==> src/rtl/rs_latch_set_driver_if.sv <==
// Request/drive/feedback bundle between a requester (with its RS latch) and rs_latch_set_driver.
interface rs_latch_set_driver_if;
  logic req_valid;
  logic req_val;
  logic req_ready;
  logic s;
  logic r;
  logic q_fb;
  logic done;
  logic err;

  modport master (
    output req_valid, req_val, q_fb,
    input  req_ready, s, r, done, err
  );

  modport slave (
    input  req_valid, req_val, q_fb,
    output req_ready, s, r, done, err
  );
endinterface

==> src/rtl/rs_latch_set_driver.sv <==
// Turns a one-bit level request into a non-overlapping s/r pulse, then checks the latch q.
// Optional RS_DRV_SKIP_EN: no pulse when the latch already holds the requested level.
//
// state  | meaning
// IDLE   | ready for a request, s=r=0
// PULSE  | driving s or r for PULSE_W cycles
// SETTLE | s=r=0, waiting SETTLE_W cycles before sampling q_fb
// CHECK  | done (and err on mismatch) high for one cycle, then back to IDLE
module rs_latch_set_driver #(
  parameter int CNT_W    = 4,
  parameter int PULSE_W  = 2,
  parameter int SETTLE_W = 1
) (
  input  logic                       clk,
  input  logic                       rst,
  rs_latch_set_driver_if.slave       bus
);

  typedef enum logic [1:0] {IDLE, PULSE, SETTLE, CHECK} state_t;

  localparam logic [CNT_W-1:0] PULSE_LD  = CNT_W'(PULSE_W - 1);
  localparam logic [CNT_W-1:0] SETTLE_LD = CNT_W'(SETTLE_W - 1);
  localparam logic [CNT_W-1:0] CNT_ONE   = CNT_W'(1);

  state_t           state, state_nxt;
  logic [CNT_W-1:0] cnt, cnt_nxt;
  logic             tgt, tgt_nxt;
  logic             s_q, s_nxt;
  logic             r_q, r_nxt;
  logic             done_q, done_nxt;
  logic             err_q, err_nxt;

  always_ff @(posedge clk or posedge rst) begin
    if (rst) begin
      state  <= IDLE;
      cnt    <= '0;
      tgt    <= 1'b0;
      s_q    <= 1'b0;
      r_q    <= 1'b0;
      done_q <= 1'b0;
      err_q  <= 1'b0;
    end else begin
      state  <= state_nxt;
      cnt    <= cnt_nxt;
      tgt    <= tgt_nxt;
      s_q    <= s_nxt;
      r_q    <= r_nxt;
      done_q <= done_nxt;
      err_q  <= err_nxt;
    end
  end

  // s and r default low so only PULSE can ever hold one of them, and never both.
  always_comb begin
    state_nxt = state;
    cnt_nxt   = cnt;
    tgt_nxt   = tgt;
    s_nxt     = 1'b0;
    r_nxt     = 1'b0;
    done_nxt  = 1'b0;
    err_nxt   = 1'b0;
    unique case (state)
      IDLE: begin
        if (bus.req_valid) begin
          tgt_nxt = bus.req_val;
`ifdef RS_DRV_SKIP_EN
          if (bus.req_val == bus.q_fb) begin
            state_nxt = CHECK;
            done_nxt  = 1'b1;
          end else begin
`else
          begin
`endif
            s_nxt     = bus.req_val;
            r_nxt     = ~bus.req_val;
            cnt_nxt   = PULSE_LD;
            state_nxt = PULSE;
          end
        end
      end
      PULSE: begin
        if (cnt != '0) begin
          cnt_nxt = cnt - CNT_ONE;
          s_nxt   = s_q;
          r_nxt   = r_q;
        end else begin
          cnt_nxt   = SETTLE_LD;
          state_nxt = SETTLE;
        end
      end
      SETTLE: begin
        if (cnt != '0) begin
          cnt_nxt = cnt - CNT_ONE;
        end else begin
          state_nxt = CHECK;
          done_nxt  = 1'b1;
          err_nxt   = (bus.q_fb != tgt);
        end
      end
      CHECK: begin
        state_nxt = IDLE;
      end
      default: begin
        state_nxt = IDLE;
      end
    endcase
  end

  assign bus.req_ready = (state == IDLE);
  assign bus.s         = s_q;
  assign bus.r         = r_q;
  assign bus.done      = done_q;
  assign bus.err       = err_q;

endmodule
==> src/flat_wrapper.sv <==
// flat-port wrapper written by rule: the top's interface ports become plain ports
module rs_latch_set_driver_flat 
#(
  parameter int CNT_W    = 4,
  parameter int PULSE_W  = 2,
  parameter int SETTLE_W = 1
)
  (clk, rst, bus_req_valid, bus_req_val, bus_q_fb, bus_req_ready, bus_s, bus_r, bus_done, bus_err);
  rs_latch_set_driver_if bus_i ();
  input  logic clk;
  input  logic rst;
  input wire logic [$bits(bus_i.req_valid)-1:0] bus_req_valid;
  input wire logic [$bits(bus_i.req_val)-1:0] bus_req_val;
  input wire logic [$bits(bus_i.q_fb)-1:0] bus_q_fb;
  output wire logic [$bits(bus_i.req_ready)-1:0] bus_req_ready;
  output wire logic [$bits(bus_i.s)-1:0] bus_s;
  output wire logic [$bits(bus_i.r)-1:0] bus_r;
  output wire logic [$bits(bus_i.done)-1:0] bus_done;
  output wire logic [$bits(bus_i.err)-1:0] bus_err;
  assign bus_i.req_valid = bus_req_valid;
  assign bus_i.req_val = bus_req_val;
  assign bus_i.q_fb = bus_q_fb;
  assign bus_req_ready = bus_i.req_ready;
  assign bus_s = bus_i.s;
  assign bus_r = bus_i.r;
  assign bus_done = bus_i.done;
  assign bus_err = bus_i.err;
  rs_latch_set_driver #(.CNT_W(CNT_W), .PULSE_W(PULSE_W), .SETTLE_W(SETTLE_W)) u_core (.clk(clk), .rst(rst), .bus(bus_i));
endmodule
==> config.mk <==
export PLATFORM = sky130hd
export DESIGN_NAME = rs_latch_set_driver_flat
export DESIGN_NICKNAME = d
export VERILOG_FILES = /design/src/rtl/rs_latch_set_driver_if.sv /design/src/rtl/rs_latch_set_driver.sv /design/src/flat_wrapper.sv
export SDC_FILE = /design/constraint.sdc
export NUM_CORES = 1
export LEC_CHECK = 0
export BUFFER_PORTS_ARGS = -buffer_cell sky130_fd_sc_hd__clkbuf_2
export CAP_MARGIN = 30
export CORE_MARGIN = 2
export CORE_UTILIZATION = 41
export CTS_BUF_LIST = sky130_fd_sc_hd__clkbuf_8
export CTS_CLUSTER_DIAMETER = 120
export DETAILED_ROUTE_END_ITERATION = 8
export PLACE_DENSITY = 0.64
export SLEW_MARGIN = 20
export SYNTH_ARGS = -nofsm -noshare
export SYNTH_HDL_FRONTEND = slang
export SYNTH_SLANG_ARGS = --single-unit
==> constraint.sdc <==
create_clock -name clk -period 1.9 [get_ports clk]
set_input_delay 0.38 -clock clk [delete_from_list [all_inputs] [get_ports clk]]
set_output_delay 0.38 -clock clk [all_outputs]
set_load 0.01 [all_outputs]
==> metrics.md <==
| Metric | Value |
|---|---|
| Max-cap violations | `0` |
| Startpoint Class | `flop` |
| Routed WL per cell | `13.4 microns` |
| CTS resizes | `0` |
| First-pass GRT wire length | `2140 microns` |
| Final ANT Viol Nets | `0` |
| Hold crit path type | `primary input to async pin` |
| Final net count | `85` |
| TritonCTS buffer count | `3` |
| Hold_buf cts | `0` |
| Post-synth top area cell | `dfrtp_1` |
| Layout cell share with drive strength beyond 1 | `around a fifth` |
| P_leak | `0.388 nW` |
| Distinct cells, synth | `27` |
| Final WL | `1180 microns` |
| Top cells by area, synth | `dfrtp_1, ha_1, inv_1` |
| Largest net degree at the start of global routing | `12` |
| Share of flip-flops with an asynchronous set or reset | `100%` |
| Register bit total from synthesis | `11` |
| R2r startpoint | `u_core.cnt[0]` |
| Final number of hold-violating endpoints | `0` |
| Final Cycle Share | `87.1%` |
| Worst skew pair latency | `about 0.24 ns` |
| Top_reg_cell synth | `dfrtp_1` |
| RSZ-0062 raised after global routing | `no` |
| CP Class | `flop to flop` |
| Worst EP arrival | `1.78 ns` |
| Die height | `43.6 microns` |
| Sequential area share after synthesis | `a little over two fifths` |
| Top Ports | `10` |
| Yosys synthesis warning count | `0` |
| Residual DRC | `0` |
| Finished layout cell area | `approximately 750 sq um` |
| Std cell rows | `14` |
| Antenna Cells | `0` |
| Peak VDD IR | `0.718 mV` |
| Via count | `477` |
| Multi-input gate area | `roughly 340 sq um` |
| Vias in the first global route | `516` |
| Worst clock skew | `0.00406 ns` |
| Slew Limit Fails | `0` |
| Slew @ Worst Pin | `about 0.43 ns` |
| Final RePlAce weighted congestion | `0.795` |
| Post-Place Cells | `84` |
| Grt total ovfl | `0` |
| H-tree depth | `1` |
| PortBufs | `9` |
| PwrDens | `between 1500 and 2000 nW/um^2` |
| Met2 Use GR | `between 20% and 30%` |
| Worst Path Max Fanout | `4` |
| Chip Width | `43.6 microns` |
| Syn Std Cell Area | `642 sq um` |
| Slew headroom | `71.6%` |
| CP required | `2.02 ns` |
| Sink Count | `11` |
| Setup slack, reg-to-reg | `0.25 ns` |
| Crit path time final | `1.65 ns` |
| Synth cell count leaders | `dfrtp_1, ha_1, inv_1` |
| Core area | `approximately 1500 sq um` |
| Syn avg cell area | `10.9 sq um` |
| HPWL after detailed placement | `slightly above 900 microns` |
| Synthesized net count | `71` |
| Worst Hold Slack | `0.107 ns` |
| Status | `finished, final reports clean` |
| DRT iter0 DRCs | `7` |
| Max frequency | `0.604 GHz` |
| Antenna violations before repair | `0` |
| Met1 usage | `17.5%` |
| Register area | `roughly 280 sq um` |
| Crit path from | `u_core.cnt[0]` |
| Post-synth EDFFs | `0` |
| Top-area cell type share of the netlist area | `a little over two fifths` |
| Global route hottest layer | `met2` |
| Gate Count Post-Synth | `59` |
| Root buffer cell | `clkbuf_8` |
| Met3 usage | `3.75%` |
| Final Setup Violations | `0` |
| Placed Instance Area | `between 700 and 800 sq um` |
| Post-CTS setup buffers | `0` |
| CTS tree | `yes` |
| Initial Utilization | `between 40% and 50%` |
| Die Area | `1900 sq um` |
| Top-count cell post-synth | `dfrtp_1` |
| Reg clk slew, reported paths | `around 0.050 ns` |
| Final Non-Filler Cells | `88` |
| Area Overhead vs Synth | `17.2%` |
| # fillers | `142` |
| All-layer global routing usage | `around 15%` |
| Setup tns final | `0 ns` |
| Total power | `~0.0014 W` |
| Vias per cell | `5.42` |
| Critical Path Sink Type | `flop` |
| TritonRoute pass-1 iters | `4` |
| Longest Clk Path Bufs | `2` |
[power by group]
| part | total [W] | leakage [nW] | switching (W) | internal (W) |
|---|---|---|---|---|
| sequential | 0.000399 | 0.143 | 0.0000694 | 0.000330 |
| combinational | 0.000723 | 0.218 | 0.000393 | 0.000330 |
| clock | 0.000231 | 0.0269 | 0.0000889 | 0.000142 |
[path summary, 6_finish.rpt]
| kind | end | depth (start not counted) |
|---|---|---|
| max | u_core.bus.r | 5 |
| min | u_core.state[0] | 2 |
| max reg2reg | u_core.bus.r | 5 |
| min reg2reg | u_core.bus.r | 1 |
| max in group asynchronous | u_core.cnt[1] | 2 |
| min in group clk | u_core.bus.err | 3 |
[per-layer routing]
metal	wire, microns	part of all wire [%]
met1	540	46
met2	576	49
met3	45	3.8
met4	17	1.4
met5	0	0
[sequential cells by signal, summed over array words and instances, names as in the netlist]
name / count
u_core.state: 2
u_core.bus.err: 1
u_core.tgt: 1
u_core.cnt: 4
u_core.bus.r: 1
u_core.bus.done: 1
u_core.bus.s: 1
[stage by stage]
step	util [%]	setup slack, ns
2_1_floorplan	-	0.356
3_3_place_gp	47.5	0.279
3_5_place_dp	47.5	0.245
4_1_cts	50.5	0.239
5_1_grt	50.5	0.150
6_report	50.5	0.246
[cell families (layout without fill, tap and decap cells)]
logic type / Yosys count / in the layout / synth area share, %
AND/OR/NAND/NOR: 19 / 19 / 18.7
AO/OA/AOI/OAI: 11 / 11 / 14.2
flip-flops: 11 / 11 / 42.9
adder cells (fa/ha/maj): 7 / 7 / 13.6
buffers and inverters: 7 / 20 / 4.09
multiplexers: 3 / 3 / 5.07
XOR/XNOR: 1 / 1 / 1.36
[cells in the final DEF (no fill, tap or decap)]
cell type and count:
a21o_1 1, nor2b_1 1, and3_2 1, nand2_1 2, or3_1 1, a22oi_1 1
ha_1 7, clkbuf_2 9, o21ai_2 1, o32a_1 1, nand2b_1 1, clkbuf_8 3
nor2b_4 1, and2_1 1, nor4_1 1, o211ai_1 2, mux2_1 2, mux2i_1 1
o21ai_1 1, nor3b_1 1, a32o_1 2, o32ai_1 2, dfrtp_1 11, nor3_1 4
or3b_1 1, nor2_1 3, and4bb_1 1, inv_1 8, xor2_1 1
[layout make-up]
| type | instances | share of cell area (%) |
|---|---|---|
| well taps | 16 | 2.66 |
| repair buffers | 9 | 5.99 |
| clock inverters | 1 | 0.499 |
| multi-input cells | 41 | 45.3 |
| flip-flops and latches | 11 | 36.6 |
| inverters | 7 | 3.49 |
| clock buffers | 3 | 5.49 |
[critical path: stages (launching register included)]
cell and delay [ns]:
dfrtp_1 0.38, inv_1 0.11, ha_1 0.20, or3b_1 0.37, nand2_1 0.15, mux2_1 0.33
Note: power is estimated with default switching activity, not from simulation.
